### src/rtl/i2s_master_tx.sv
// I2S master transmitter: derives BCLK/LRCLK from clk and shifts one stereo
// sample pair per frame out of a single-entry holding register.
module i2s_master_tx #(
  parameter int DATA_WIDTH = 16,
  parameter int SLOT_WIDTH = 32,
  parameter int BCLK_DIV   = 4
) (
  input  logic                  clk,
  input  logic                  reset_n,
  input  logic                  enable,
  input  logic                  sample_valid,
  output logic                  sample_ready,
  input  logic [DATA_WIDTH-1:0] sample_left,
  input  logic [DATA_WIDTH-1:0] sample_right,
  output logic                  i2s_bclk,
  output logic                  i2s_lrclk,
  output logic                  i2s_dacdat,
  output logic                  frame_start,
  output logic                  underrun
);

  localparam int FRAME_BITS = 2 * SLOT_WIDTH;
  localparam int DIV_W      = $clog2(BCLK_DIV);
  localparam int BIT_W      = $clog2(FRAME_BITS);

  localparam logic [DIV_W-1:0] DIV_LAST  = DIV_W'(BCLK_DIV - 1);
  localparam logic [BIT_W-1:0] BIT_LAST  = BIT_W'(FRAME_BITS - 1);
  localparam logic [BIT_W-1:0] L_END     = BIT_W'(DATA_WIDTH);
  localparam logic [BIT_W-1:0] R_START   = BIT_W'(SLOT_WIDTH);
  localparam logic [BIT_W-1:0] R_END     = BIT_W'(SLOT_WIDTH + DATA_WIDTH);

  logic [DIV_W-1:0]      div_cnt;
  logic [BIT_W-1:0]      bit_cnt;
  logic [DATA_WIDTH-1:0] frame_l;
  logic [DATA_WIDTH-1:0] frame_r;
  logic [DATA_WIDTH-1:0] hold_l;
  logic [DATA_WIDTH-1:0] hold_r;
  logic                  hold_full;

  logic             div_wrap;
  logic             fall_evt;
  logic             frame_load;
  logic             accept;
  logic [BIT_W-1:0] bit_next;
  logic [BIT_W-1:0] slot_pos;
  logic             shift_l;
  logic             shift_r;
  logic             dat_next;

  assign sample_ready = ~hold_full;
  assign accept       = sample_valid & ~hold_full;

  // Slot decode for the upcoming fall event; data lags word select by one BCLK.
  always_comb begin
    // NOTE: every output of a combinational block gets a default first, so no path can infer a latch.
    div_wrap   = 1'b0;
    fall_evt   = 1'b0;
    frame_load = 1'b0;
    bit_next   = '0;
    slot_pos   = BIT_LAST;
    shift_l    = 1'b0;
    shift_r    = 1'b0;
    dat_next   = 1'b0;

    div_wrap = enable && (div_cnt == DIV_LAST);
    fall_evt = div_wrap && i2s_bclk;
    bit_next = (bit_cnt == BIT_LAST) ? '0 : bit_cnt + 1'b1;
    slot_pos = (bit_next == '0) ? BIT_LAST : bit_next - 1'b1;

    frame_load = fall_evt && (bit_next == '0);
    shift_l    = fall_evt && (slot_pos < L_END);
    shift_r    = fall_evt && (slot_pos >= R_START) && (slot_pos < R_END);

    if (shift_l) begin
      dat_next = frame_l[DATA_WIDTH-1];
    end else if (shift_r) begin
      dat_next = frame_r[DATA_WIDTH-1];
    end
  end

  // Holding register keeps accepting while disabled; it drains only on a frame load.
  always_ff @(posedge clk) begin
    // NOTE: sequential state uses non-blocking assignments so every register samples pre-edge values.
    if (!reset_n) begin
      hold_full <= 1'b0;
      hold_l    <= '0;
      hold_r    <= '0;
    end else if (accept) begin
      hold_full <= 1'b1;
      hold_l    <= sample_left;
      hold_r    <= sample_right;
    end else if (frame_load && hold_full) begin
      hold_full <= 1'b0;
    end
  end

  // Serial clock, word select and data shifter.
  always_ff @(posedge clk) begin
    if (!reset_n) begin
      div_cnt     <= '0;
      bit_cnt     <= BIT_LAST;
      i2s_bclk    <= 1'b0;
      i2s_lrclk   <= 1'b0;
      i2s_dacdat  <= 1'b0;
      frame_start <= 1'b0;
      underrun    <= 1'b0;
      frame_l     <= '0;
      frame_r     <= '0;
    end else if (!enable) begin
      // Parking bit_cnt at the last position makes the first fall event land on n = 0.
      div_cnt     <= '0;
      bit_cnt     <= BIT_LAST;
      i2s_bclk    <= 1'b0;
      i2s_lrclk   <= 1'b0;
      i2s_dacdat  <= 1'b0;
      frame_start <= 1'b0;
      underrun    <= 1'b0;
    end else begin
      frame_start <= 1'b0;
      underrun    <= 1'b0;

      if (div_wrap) begin
        div_cnt  <= '0;
        i2s_bclk <= ~i2s_bclk;
      end else begin
        div_cnt <= div_cnt + 1'b1;
      end

      if (fall_evt) begin
        bit_cnt    <= bit_next;
        i2s_lrclk  <= (bit_next >= R_START);
        i2s_dacdat <= dat_next;

        if (frame_load) begin
          frame_start <= 1'b1;
          if (hold_full) begin
            frame_l <= hold_l;
            frame_r <= hold_r;
          end else begin
            frame_l  <= '0;
            frame_r  <= '0;
            underrun <= 1'b1;
          end
        end else begin
          if (shift_l) frame_l <= frame_l << 1;
          if (shift_r) frame_r <= frame_r << 1;
        end
      end
    end
  end

endmodule

### config.mk
export PLATFORM = sky130hd
export DESIGN_NAME = i2s_master_tx
export DESIGN_NICKNAME = d
export VERILOG_FILES = /design/src/rtl/i2s_master_tx.sv
export SDC_FILE = /design/constraint.sdc
export NUM_CORES = 1
export LEC_CHECK = 0
export ABC_AREA = 0
export BUFFER_PORTS_ARGS = -buffer_cell sky130_fd_sc_hd__clkbuf_2
export CAP_MARGIN = 20
export CELL_PAD_IN_SITES_DETAIL_PLACEMENT = 2
export CELL_PAD_IN_SITES_GLOBAL_PLACEMENT = 2
export CORE_MARGIN = 1.5
export CORE_UTILIZATION = 35
export CTS_BUF_LIST = sky130_fd_sc_hd__clkbuf_16
export DETAILED_ROUTE_END_ITERATION = 7
export PLACE_DENSITY_LB_ADDON = 0.1
export RECOVER_POWER = 50
export SLEW_MARGIN = 20
export SYNTH_ARGS = -nofsm -noshare
export SYNTH_HDL_FRONTEND = slang
export SYNTH_SLANG_ARGS = --single-unit
### constraint.sdc
create_clock -name clk -period 2.8 [get_ports clk]
set_input_delay 0.14 -clock clk [delete_from_list [all_inputs] [get_ports clk]]
set_output_delay 0.14 -clock clk [all_outputs]
set_load 0.05 [all_outputs]
# ---- Yosys cells after proc, flatten, opt, wreduce, memory -nomap -nowiden
# Index checks and enable logic that the tools add are counted.
# Widths: inputs -> output; s select.
dict set report classes {
  n_eq_ne 2
  order_cmp 4
  bitwise_logic 5
  add_sub_neg 3
  n_reduce_logical 17
  n_mux 14
}
# cell count
set op_table {}
lappend op_table {{$mux 16} 6}
lappend op_table {{$ge 6x6->1 const B} 2}
lappend op_table {{$mux 6} 2}
lappend op_table {{$reduce_and 3->1} 3}
lappend op_table {{$logic_and 1x1->1} 7}
lappend op_table {{$add 6x1->6 const B} 1}
lappend op_table {{$eq 6x6->1 const B} 1}
lappend op_table {{$logic_not 6->1} 1}
lappend op_table {{$lt 6x5->1 const B} 1}
lappend op_table {{$lt 6x6->1 const B} 1}
lappend op_table {{$mux 1} 6}
lappend op_table {{$reduce_bool 2->1} 3}
lappend op_table {{$sub 6x1->6 const B} 1}
lappend op_table {{$not 1->1} 4}
lappend op_table {{$reduce_and 4->1} 1}
lappend op_table {{$reduce_or 3->1} 1}
lappend op_table {{$add 2x1->2 const B} 1}
lappend op_table {{$eq 2x2->1 const B} 1}
lappend op_table {{$reduce_and 2->1} 1}
lappend op_table {{$and 1x1->1} 1}
dict set report totals {
  inputBits 36
  regBits 78
}

# ---- Logic depth before layout (Yosys ltp)
dict set report depth {
  word_depth 9
  depth_mapped 9
  mapped_depth_nobuf 7
}

# ---- Worst setup path before layout
# Ideal clock, no wire load.
dict set report synth_path {
  path_type {register -> register}
  start {register bit_cnt[1]}
  end {register frame_l[1]}
  path_buffers 1
  path_stages_with_launch 9
  path_slack_ns 0.418
  arrival_ns 2.248
  period_less_slack_ns 2.382
  path_cell_list {dfxtp_1 > ha_1 > or4_4 > o21ai_4 > nand3_4 > mux2_4 > buf_6 > o311ai_1 > o211ai_1}
}
dict set report synth_between {
  elab_chain_cells 8
  word_cells_on_any_way 12
  classes_between {2 x add/sub; 1 x order compare; 1 x eq/ne; 3 x mux; 5 x reduce/logical}
}
# item line
set synth_rtl {}
lappend synth_rtl {{from (decl)} 33} ;# logic [BIT_W-1:0] bit_cnt;
lappend synth_rtl {{from (signal assigned)} 130} ;# bit_cnt <= bit_next;
lappend synth_rtl {{$add 6x1->6 / $eq 6x6->1 (equally long branches)} 67} ;# bit_next = (bit_cnt == BIT_LAST) ? '0 : bit_cnt + 1'b1;
lappend synth_rtl {{$mux 6 *} 67}
lappend synth_rtl {{via bit_next[1]} 44} ;# logic [BIT_W-1:0] bit_next;
lappend synth_rtl {{$sub 6x1->6 / $logic_not 6->1 (equally long branches)} {68, 70}}
lappend synth_rtl {{$mux 6} 68} ;# slot_pos = (bit_next == '0) ? BIT_LAST : bit_next - 1'b1;
lappend synth_rtl {{$lt 6x5->1} 71} ;# shift_l = fall_evt && (slot_pos < L_END);
lappend synth_rtl {{$logic_and 1x1->1} 71}
lappend synth_rtl {{$reduce_bool 2->1 (no line)} n/a}
lappend synth_rtl {{$reduce_and 3->1 (no line)} n/a}
lappend synth_rtl {{to (signal assigned)} 137} ;# frame_l <= hold_l;
lappend synth_rtl {{to (signal assigned)} 145} ;# if (shift_l) frame_l <= frame_l << 1;
lappend synth_rtl {{to (decl)} 34} ;# logic [DATA_WIDTH-1:0] frame_l;
# The timed path passes the listed nets; every way through them passes the cells marked *.
# A chain may end at the register's enable or synchronous reset.

# ---- Worst setup path after layout
dict set report layout_path {
  start {register bit_cnt[0]}
  end {register frame_r[8]}
}
dict set report layout_between {
  elab_chain_cells 9
  word_cells_on_any_way 14
  classes_between {2 x add/sub; 2 x order compare; 1 x eq/ne; 3 x mux; 6 x reduce/logical}
}
# item line
set layout_rtl {}
lappend layout_rtl {{$add 6x1->6 / $eq 6x6->1 (equally long branches)} 67}
lappend layout_rtl {{$mux 6 *} 67}
lappend layout_rtl {{via bit_next[1]} 44}
lappend layout_rtl {{$sub 6x1->6 / $logic_not 6->1 (equally long branches)} {68, 70}}
lappend layout_rtl {{$mux 6} 68}
lappend layout_rtl {{$ge 6x6->1} 72} ;# shift_r = fall_evt && (slot_pos >= R_START) && (slot_pos < R_END);
lappend layout_rtl {{$logic_and 1x1->1 (2 in series)} 72}
lappend layout_rtl {{$reduce_bool 2->1 (no line)} n/a}
lappend layout_rtl {{$reduce_and 3->1 (no line)} n/a}
lappend layout_rtl {{to (signal assigned)} 138} ;# frame_r <= hold_r;
lappend layout_rtl {{to (signal assigned)} 146} ;# if (shift_r) frame_r <= frame_r << 1;
lappend layout_rtl {{to (decl)} 35} ;# logic [DATA_WIDTH-1:0] frame_r;
# Marked as above.

==> run summary <==
The tightest min-delay check is of the primary input to flip-flop type. The library cell used most frequently in the layout, excluding fill and tap cells, is sky130_fd_sc_hd__nand2_1. The final clock period utilization by the worst path is 0.954. The number of antenna-violating nets in the routed design is 0. The post-detailed-routing wire length came out at 14700 µm.

The final count of hold timing violations was 0. The data arrival time of the critical path came out at 2.88 ns. The detailed-placement wirelength estimate is slightly above 9000 µm. The number of nets in the synthesized netlist came out at 583. The source-to-sink clock delay at the later pin of the worst-skew pair came out at 0.35 ns. The shortest clock period the worst path allows after layout came out at 2.67 ns. In this run the mean area of a mapped cell was between 7 and 8 µm².

The placement-stage cell area is 4630 µm². The first-pass GRT wire length is 24100 µm. The maximum level of the CTS H-tree came out at 3.

The maximum number of pins on one net before global-route repair is 48. The post-placement worst setup slack came out at between 0.07 and 0.08 ns. The number of design rule violations left after detail routing came out at 0. The run finished with clean final reports. The worst-case IR drop observed on VDD is 239 µV. The effective utilization at floorplan came out at 0.357. The largest driver fanout on the critical path came out at 15.

Setup repair after global routing left no endpoint under its margin. The row count is 40. Counting flops with a built-in enable in the synthesized netlist gives 0. The number of max-cap violations came out at 0. CTS placed an instance of sky130_fd_sc_hd__clkbuf_16 at the clock tree root. After clock tree synthesis, the setup repair step added 0 buffers. The startpoint kind of the worst setup timing path is a flip-flop. The post-route cell area is 4880 µm². The clock tree from TritonCTS is done. The count of buffers inserted at the top-level ports is 41. The die area came out at 12800 µm². The worst pin sits at a relative slew slack of 0.546. The number of CTS-inserted buffers is 9.

The clock passes through at most 2 buffers. After the last flow step, the layout net total stands at 596. Walking the worst path, the cells encountered are ha_1, or4_4, o21ai_4, nand3_4, mux2i_2, buf_12, o311ai_0, o211ai_1. The share of post-route cells with drive strength above 1 came out at 0.155. The setup-violating endpoint count in the final report came out at 0. The region available for standard cell placement spans 11900 µm². The total of warnings raised by yosys came out at 0. The congestion estimate from routability-driven global placement came to 0.743. Derived from the worst setup path, the maximum achievable clock frequency is 374 MHz. The average wire per standard cell is 20.7 µm. The die is 113 µm wide. Across every metal layer, demand over resource in global routing totals 0.238.

The number of primary I/O pins came out at between 40 and 50. On the critical path, the stage with the largest delay is an instance of sky130_fd_sc_hd__or4_4. The worst setup path is of the flip-flop to flip-flop kind. The async set-reset flop share out of synthesis is 0.

The worst stage delay on the critical path is 0.56 ns. The most used flip-flop cell after synthesis is sky130_fd_sc_hd__dfxtp_1. In the post-route analysis, the smallest setup slack over all paths is 0.129 ns. The repair_antennas step left the layout with diodes totalling 0. Summed over all failing endpoints, the final setup total negative slack is 0 ns. The first-pass iteration count of the detailed router is 4. The required time at the endpoint of the critical path is 3.01 ns. The die outline height came out at 113 µm. The average via count per standard cell is 6.03.

The post-route clock skew is approximately 0.0060 ns. The via count of the first global-routing pass came out at around 4700. The synthesized instance count is 544.

For this design the static power due to leakage is 1.67 nW. The synthesized netlist occupies a cell area of around 4300 µm². In the layout the commonest cells are sky130_fd_sc_hd__nand2_1 (105), sky130_fd_sc_hd__dfxtp_1 (77), sky130_fd_sc_hd__o211ai_1 (45). The worst setup path is captured at a flip-flop. The detailed router's first-iteration violation count came out at 176. The total number of clock tree sinks came out at 78. Dividing total power by cell area gives a power density of 488 nW/µm².

From synthesis to final layout, the design area changed by 14.8%. The total global routing overflow is 0. The portion of the post-synthesis area used by sequential elements is 0.367. The number of pins exceeding their max-slew limit in the final report came out at 0. In this run, synthesis produced a sequential element count of 78. The clock edge transition at the registers on the reported setup and hold paths is 0.06 ns.

The number of antenna violations at the first check in global routing came out at 0. For the pin with the worst max-slew slack, the measured transition is slightly below 0.7 ns. Detailed routing inserted a total of 4277 vias. The count of different cell masters after synthesis is 50.
-- worst paths after layout --
| kind | slack, ns | endpoint | cells after the start | startpoint |
|---|---|---|---|---|
| max | 0.13 | frame_r[8] | 8 | bit_cnt[0] |
| min | 0.01 | hold_l[0] | 3 | sample_left[0] |
| max reg2reg | 0.13 | frame_r[8] | 8 | bit_cnt[0] |
| min reg2reg | 0.43 | div_cnt[0] | 1 | div_cnt[0] |
-- power breakdown --
| group | switching (mW) | internal [mW] |
|---|---|---|
| logic | 0.104 | 0.0579 |
| clock network | 0.477 | 0.583 |
| registers | 0.0236 | 1.14 |
| total | 0.604 | 1.78 |
-- what timing repair did --
action                     4_1_cts  5_1_grt
setup endpoints to repair        0        7
resized for setup                0        4
hold buffers                     1        0
hold endpoints to repair         1        0
-- cells by family after synthesis --
family | after synthesis | synth area share
and+or+nand+nor | 228 | 0.259
AOI/OAI and AO/OA | 162 | 0.280
DFF | 78 | 0.367
buffers and inverters | 65 | 0.0647
xor gates and xnor gates | 4 | 0.0100
muxes | 4 | 0.0109
adders and majority gates | 3 | 0.00882
-- routing by layer --
| metal | vias up | wire length, µm | GRT usage |
|---|---|---|---|
| met3 | 16 | 372 | 0.0332 |
| met4 | 0 | 233 | 0.0942 |
| li1 | 2022 | - | - |
| met5 | - | 0 | 0 |
| met1 | 2176 | 6440 | 0.287 |
| met2 | 63 | 7620 | 0.428 |
-- layout make-up --
type                       instances  area (µm²)
clock buffer                       9         225
clock inverter                     7        31.3
fill                            1384        7030
inverter                           3        11.3
multi-input combinational        401        2440
sequential                        78        1560
tap                              147         184
timing repair buffer              64         425
-- flip-flops by register name, summed over array words and instances (netlist names) --
register / flops
frame_r: 16
underrun: 1
hold_full: 1
i2s_bclk: 1
div_cnt: 2
frame_start: 1
i2s_dacdat: 1
frame_l: 16
hold_l: 16
bit_cnt: 6
i2s_lrclk: 1
hold_r: 16
-- metrics by stage --
| step | power (mW) | std cells | utilization | hold WS, ns |
|---|---|---|---|---|
| final | 2.39 | 709 | 0.410 | 0.0105 |
| after global placement | 1.35 | 692 | 0.389 | 0.363 |
| after global routing | 2.48 | 709 | 0.410 | 0.0212 |
| after detailed placement | 1.35 | 692 | 0.389 | 0.371 |
| after CTS | 2.42 | 709 | 0.411 | 0.000551 |
| after floorplan | 1.28 | 544 | - | 0.276 |
-- synthesized netlist by cell type, types with 2 or more instances --
master                        n  area, µm²
sky130_fd_sc_hd__and3_1       3       18.8
sky130_fd_sc_hd__a21boi_1     2       15.0
sky130_fd_sc_hd__o21ai_0      7       35.0
sky130_fd_sc_hd__nor2_1      14       52.6
sky130_fd_sc_hd__o211ai_1    45        338
sky130_fd_sc_hd__inv_1        3       11.3
sky130_fd_sc_hd__xor2_1       2       17.5
sky130_fd_sc_hd__o2111ai_1    2       17.5
sky130_fd_sc_hd__o2bb2ai_1   29        254
sky130_fd_sc_hd__nand2_1    105        394
sky130_fd_sc_hd__a21oi_1     39        195
sky130_fd_sc_hd__nand3_1     39        195
sky130_fd_sc_hd__ha_1         3       37.5
sky130_fd_sc_hd__buf_2       10       50.1
sky130_fd_sc_hd__or2_2        2       12.5
sky130_fd_sc_hd__buf_1        5       18.8
sky130_fd_sc_hd__nor3_1       4       20.0
sky130_fd_sc_hd__o311ai_1    12        105
sky130_fd_sc_hd__clkbuf_1    44        165
sky130_fd_sc_hd__o311ai_0    17        149
sky130_fd_sc_hd__nand4_1     20        125
sky130_fd_sc_hd__mux2i_1      2       20.0
sky130_fd_sc_hd__and2_1      30        188
sky130_fd_sc_hd__buf_6        2       22.5
sky130_fd_sc_hd__dfxtp_1     78       1560
-- critical path: cells and delay by family (launching register included) --
kind                       cells  cell delay [ns]
AOI/OAI and AO/OA              3             0.66
adders and majority gates      1             0.29
buffers and inverters          1             0.20
DFF                            1             0.41
muxes                          1             0.27
and+or+nand+nor                2             0.69
No activity file was read; power rests on OpenSTA's default activity.
